**src/rtl/mem_access_unit.sv**
```systemverilog
// MEM-stage access unit: drives a ready/ack data-memory bus from EX/MEM and owns the MEM/WB register.
// Optional bus-timeout abort is enabled by defining MEM_TIMEOUT_EN.
module mem_access_unit #(
    parameter int DATA_W         = 32,
    parameter int ADDR_W         = 32,
    parameter int TIMEOUT_CYCLES = 16
) (
    input  logic              clk,
    input  logic              rst,
    input  logic              MEM_MemtoReg,
    input  logic              MEM_RegWrite,
    input  logic              MEM_MemRead,
    input  logic              MEM_MemWrite,
    input  logic [ADDR_W-1:0] alu_result_to_mem,
    input  logic [DATA_W-1:0] write_data_to_mem,
    input  logic [4:0]        write_reg_to_mem,
    output logic              mem_stall,
    output logic              dmem_req,
    output logic              dmem_we,
    output logic [ADDR_W-1:0] dmem_addr,
    output logic [DATA_W-1:0] dmem_wdata,
    input  logic [DATA_W-1:0] dmem_rdata,
    input  logic              dmem_ack,
    output logic              WB_MemtoReg,
    output logic              WB_RegWrite,
    output logic [DATA_W-1:0] read_data_to_wb,
    output logic [ADDR_W-1:0] alu_result_to_wb,
    output logic [4:0]        write_reg_to_wb,
    output logic              mem_err
);

    typedef enum logic {S_IDLE, S_WAIT} state_t;

    state_t state;
    logic   op;
    logic   is_load;
    logic   timeout_hit;

    if (TIMEOUT_CYCLES < 1 || TIMEOUT_CYCLES > 255) begin : g_range_check
        $error("TIMEOUT_CYCLES must be in 1..255");
    end

    assign op      = MEM_MemRead | MEM_MemWrite;
    // A combined read+write request is treated as a store, so it never captures read data.
    assign is_load = MEM_MemRead & ~MEM_MemWrite;

`ifdef MEM_TIMEOUT_EN
    logic [7:0] count;
    assign timeout_hit = (state == S_WAIT) && (count == 8'(TIMEOUT_CYCLES - 1)) && !dmem_ack;
`else
    assign timeout_hit = 1'b0;
    assign mem_err     = 1'b0;
`endif

    // Releasing in the completion cycle lets EX/MEM advance on the same edge MEM/WB captures.
    assign mem_stall = op & ~((state == S_WAIT) & (dmem_ack | timeout_hit));

    always_ff @(posedge clk) begin
        if (rst) begin
            state            <= S_IDLE;
            dmem_req         <= 1'b0;
            dmem_we          <= 1'b0;
            dmem_addr        <= '0;
            dmem_wdata       <= '0;
            WB_MemtoReg      <= 1'b0;
            WB_RegWrite      <= 1'b0;
            read_data_to_wb  <= '0;
            alu_result_to_wb <= '0;
            write_reg_to_wb  <= '0;
`ifdef MEM_TIMEOUT_EN
            count            <= '0;
            mem_err          <= 1'b0;
`endif
        end else begin
`ifdef MEM_TIMEOUT_EN
            mem_err <= 1'b0;
`endif
            case (state)
                S_IDLE: begin
                    if (op) begin
                        state       <= S_WAIT;
                        dmem_req    <= 1'b1;
                        dmem_we     <= MEM_MemWrite;
                        dmem_addr   <= alu_result_to_mem;
                        dmem_wdata  <= write_data_to_mem;
                        WB_MemtoReg <= 1'b0;
                        WB_RegWrite <= 1'b0;
`ifdef MEM_TIMEOUT_EN
                        count       <= '0;
`endif
                    end else begin
                        WB_MemtoReg      <= MEM_MemtoReg;
                        WB_RegWrite      <= MEM_RegWrite;
                        alu_result_to_wb <= alu_result_to_mem;
                        write_reg_to_wb  <= write_reg_to_mem;
                    end
                end
                S_WAIT: begin
                    if (dmem_ack) begin
                        state            <= S_IDLE;
                        dmem_req         <= 1'b0;
                        WB_MemtoReg      <= MEM_MemtoReg;
                        WB_RegWrite      <= MEM_RegWrite;
                        alu_result_to_wb <= alu_result_to_mem;
                        write_reg_to_wb  <= write_reg_to_mem;
                        if (is_load) read_data_to_wb <= dmem_rdata;
                    end else if (timeout_hit) begin
                        // Aborted access retires without a register write.
                        state            <= S_IDLE;
                        dmem_req         <= 1'b0;
                        WB_MemtoReg      <= MEM_MemtoReg;
                        WB_RegWrite      <= 1'b0;
                        alu_result_to_wb <= alu_result_to_mem;
                        write_reg_to_wb  <= write_reg_to_mem;
`ifdef MEM_TIMEOUT_EN
                        mem_err          <= 1'b1;
`endif
                    end else begin
                        WB_MemtoReg <= 1'b0;
                        WB_RegWrite <= 1'b0;
`ifdef MEM_TIMEOUT_EN
                        count       <= count + 8'd1;
`endif
                    end
                end
                default: state <= S_IDLE;
            endcase
        end
    end

endmodule
```
**config.mk**
```make
export PLATFORM = sky130hd
export DESIGN_NAME = mem_access_unit
export DESIGN_NICKNAME = d
export VERILOG_FILES = /design/src/rtl/mem_access_unit.sv
export SDC_FILE = /design/constraint.sdc
export NUM_CORES = 1
export LEC_CHECK = 0
export ABC_AREA = 1
export BUFFER_PORTS_ARGS = -buffer_cell sky130_fd_sc_hd__buf_4
export CAP_MARGIN = 20
export CORE_ASPECT_RATIO = 1.25
export CORE_UTILIZATION = 31
export CTS_BUF_LIST = sky130_fd_sc_hd__clkbuf_8
export CTS_CLUSTER_DIAMETER = 150
export DETAILED_ROUTE_END_ITERATION = 8
export PLACE_DENSITY = 0.56
export SYNTH_ARGS = -nofsm -noshare
export SYNTH_HDL_FRONTEND = slang
export SYNTH_SLANG_ARGS = --single-unit
```
**constraint.sdc**
```tcl
create_clock -name clk -period 3.05 [get_ports clk]
set_clock_uncertainty 0.05 [all_clocks]
set_input_delay 0.1525 -clock clk [delete_from_list [all_inputs] [get_ports clk]]
set_output_delay 0.1525 -clock clk [all_outputs]
set_load 0.05 [all_outputs]
```
# [After elaboration in Yosys (flattened, before gate mapping)]
# Cells that the tools add are included.
[classes] n_eq_ne=3 muxes=18 reduce_logical=4 n_bitwise=7
[ops] cell="two-way mux 32 bit" count=2
[ops] cell="case mux 32 bit (2 select lines)" count=1
[ops] cell="two-way mux 5 bit" count=2
[ops] cell="case mux 5 bit (2 select lines)" count=1
[ops] cell="two-way mux 1 bit" count=8
[ops] cell="case mux 1 bit (2 select lines)" count=4
[ops] cell="inequality test 2 bit, second input constant" count=3
[ops] cell="AND reduction 2 bit" count=3
[ops] cell="AND 1 bit" count=3
[ops] cell="NOT 1 bit" count=3
[ops] cell="AND reduction 3 bit" count=1
[ops] cell="bitwise OR 1 bit" count=1
[word_totals] register_bits=138 output_inout_bits=139 elab_cells=42 in_bits=108

# [Logic depth before layout (Yosys ltp)]
[depth] depth_word=3 ltp_mapped=7 ltp_nobuf=5

# [Least setup slack after synthesis]
# OpenSTA, ideal clock, no wires.
[synth_path] path_type="flip-flop to output port" startpoint="register state" endpoint="output port mem_stall" path_stages_with_launch=5 path_buffers=1 t_arrival_ns=1.394 required_ns=2.847 slack_ns=1.454 cell_sequence="dfxtp_1 nand2_1 inv_1 buf_1 nor2_1"
[synth_via] elab_chain_cells=3
[synth_lines] item="start, declared" line="34" source="state_t state;"
[synth_lines] item="start signal, assigned" line="60" source="state <= S_IDLE;"
[synth_lines] item="start signal, assigned" line="81" source="state <= S_WAIT;"
[synth_lines] item="start signal, assigned" line="100" source="state <= S_IDLE;"
[synth_lines] item="AND 1 bit" line="56" source="assign mem_stall = op & ~((state == S_WAIT) & (dmem_ack | timeout_hit));"
[synth_lines] item="NOT 1 bit" line="56"
[synth_lines] item="AND 1 bit" line="56"
[synth_lines] item="end, declared" line="17" source="output logic mem_stall,"
# Every way passes these cells.

# [Worst setup path after layout]
[layout_path] startpoint="register state" endpoint="register dmem_we"
[layout_via] elab_chain_cells=2
[layout_lines] item="NOT 1 bit (no line)"
[layout_lines] item="AND reduction 2 bit (no line)"
[layout_lines] item="end signal, assigned" line="83" source="dmem_we <= MEM_MemWrite;"
[layout_lines] item="end, declared" line="19" source="output logic dmem_we,"
# Every way passes these cells.
# A chain may end at the register's enable or synchronous reset.

==> impl_metrics.json <==
{
  "outcome": "complete, no violations",
  "pwr_density_cell_nw_per_um2": 570,
  "top_level_ports": 247,
  "root_buffer": "clkbuf_8",
  "start_kind": "flop",
  "syn_nets": 829,
  "arrival_ps": 2310,
  "final_antenna_net_count": 0,
  "ys_seq_area_share_pct": 52.1,
  "start_util_pct": 31.6,
  "rsz0062_at_grt": "false",
  "n_antenna_cell": 0,
  "synthCells": 721,
  "grt_antenna_before_repair": 0,
  "syn_to_final_growth_pct": 65.2,
  "die-area_um2": 17600,
  "routed_wl_mm": 16.6,
  "slew_violations": 0,
  "grt_remaining_overflow": 0,
  "drv_cap": 0,
  "ys_ff_latch": 138,
  "hold_depth": 4,
  "fin_crit_ps": 1980,
  "die_h_um": 148,
  "dp_hpwl_mm": 10.6,
  "rows": 53,
  "syn_area_per_cell_um2": 7.36,
  "dr.first_iter.drc_count": 242,
  "yosysUniqueCellTypes": 18,
  "postCtsSetupRepairBufs": 0,
  "vias": 5632,
  "portBuffers": 245,
  "seqCellArea_um2": 2760,
  "cts.sinks": 138,
  "path_max_fanout": 66,
  "r2r_start": "state",
  "final_hold_viol_count": 0,
  "ys.warnings.count": 0,
  "fin_crit_sh_pct": 64.9,
  "power_leakage_nw": 4.24,
  "cts.htree.levels": 4,
  "whs_endpoint": "read_data_to_wb[11]",
  "grt_start_max_net_pins": 82,
  "timing.setup.tns_ps": 0,
  "via_per_inst": 4.41,
  "rr_worst_depth": 6,
  "cts.clk_slew.worst_paths_ps": 80,
  "hp-start": "dmem_rdata[11]",
  "reg2reg_to": "dmem_we",
  "max_slew_margin_pct": 47.8,
  "routabilityCongestion": 0.746,
  "drive_gt1_share_pct": 27.4,
  "drc": 0,
  "multi_input_area_um2": 2160,
  "cp.required_ps": 3380,
  "grt_pass1_vias": 5326,
  "nets": 1153,
  "insertion_delay_ps": 430,
  "first_pass_iters": 4,
  "cts_tree": "built",
  "grt_pass1_wl_mm": 26.7,
  "fillers": 1667,
  "place_ws_ps": 1390,
  "critPathSlowestCell": "dlygate4sd3_1",
  "max_freq_ghz": 0.505,
  "coreArea_um2": 16800,
  "rrSetupSlack_ps": 1070,
  "wire_per_inst_um": 13.0,
  "cts_buffer_depth": 2,
  "max_stage_delay_ps": 550,
  "cp_cell_sequence": "inv_1, o21ai_4, buf_4, nand2_1, a21oi_1, dlygate4sd3_1",
  "min_path_type": "input port to flop",
  "setup_slack_ps": 1070,
  "cts_buffers": 17,
  "fp.dieW_um": 119,
  "syn-cell-area_um2": 5310,
  "crit_path_end_kind": "flop",
  "peakVddDrop_mv": 0.272,
  "tightest_slew_ps": 783,
  "grt_usage_pct": 18.9,
  "setup_viol": 0,
  "critPathKind": "flop to flop"
}
routing by layer:
metal	vias to the layer above	wire, µm	track usage [%]
li1	2907	-	-
met1	2528	7150	22.1
met2	176	8120	32.3
met3	21	998	5.48
met4	0	348	7.85
met5	-	0	0
synthesized netlist by cell type (all sizes together):
cell type	n	area, µm²
nand2	77	289
nor3	1	10.0
nor2	235	882
clkbuf	14	52.6
nand3b	32	240
inv	42	158
clkinv	1	3.75
a21oi	39	195
o21ai	65	329
buf	39	194
dfxtp	138	2760
conb	1	3.75
nand3	37	185
layout by cell type, fill, tap and decap left out, types with 2 or more instances in the layout:
cell	count
nor2_1	234
o21ai_0	57
a21oi_1	39
clkinv_2	3
clkbuf_8	18
nand3b_1	32
buf_4	252
dlygate4sd3_1	104
bufinv_16	4
clkinv_4	4
dfxtp_1	138
nand2_1	75
nand3_1	37
o21ai_1	7
inv_1	44
buf_12	2
critical path: cells and delay by family, from the launching register on:
kind	cells	cell delay [ps]
compound gates	2	220
simple gates	1	100
flops	1	370
buf+inv	3	1180
power breakdown:
| group | internal (mW) | total, mW | switching, mW |
|---|---|---|---|
| clock | 0.905 | 1.62 | 0.712 |
| combinational | 0.487 | 1.36 | 0.876 |
| sequential | 1.94 | 2.02 | 0.0709 |
kinds of logic after synthesis:
family                 synth area share (%)
AO/OA/AOI/OAI                          9.88
buffers and inverters                  7.69
flip-flops                             52.1
other                                0.0707
AND/OR/NAND/NOR                        30.3
registers in the layout, summed over array words and instances (netlist names):
register          flops
state                 1
dmem_addr            32
write_reg_to_wb       5
read_data_to_wb      32
WB_RegWrite           1
alu_result_to_wb     32
dmem_wdata           32
dmem_req              1
WB_MemtoReg           1
dmem_we               1
through the flow:
stage / utilization, % / total power, mW / cell area, µm² / hold WS [ps] / std cells
detailed placement: 43.5 / 3.32 / 7290 / 334 / 1142
floorplan: - / 2.89 / 5310 / 172 / 721
global placement: 43.5 / 3.32 / 7290 / 320 / 1142
global route: 52.2 / 5.25 / 8760 / 13.8 / 1278
finish: 52.2 / 5.00 / 8760 / 46.4 / 1278
CTS: 52.2 / 5.07 / 8760 / 2.79 / 1278
layout make-up:
class | instances | area share [%]
inverters | 43 | 1.87
repair buffers | 358 | 33.9
well taps | 220 | 3.14
clock buffers | 18 | 2.83
clock inverters | 14 | 2.07
flip-flops and latches | 138 | 31.5
multi-input cells | 487 | 24.7
timing repair:
action | 4_1_cts | 5_1_grt
hold buffers | 104 | 0
hold endpoints to repair | 137 | 0
gates resized for setup | 0 | 0
setup endpoints to repair | 0 | 0
worst max path at each step:
stage	end	startpoint	cells past startpoint	slack (ps)
3_5_place_dp	read_data_to_wb[31]	state	6	1390
2_1_floorplan	mem_stall	state	4	1450
5_1_grt	dmem_we	state	6	920
4_1_cts	dmem_we	state	6	1030
6_report	dmem_we	state	6	1070
3_3_place_gp	read_data_to_wb[3]	state	6	1420
Power figures use the tool's default switching activity.
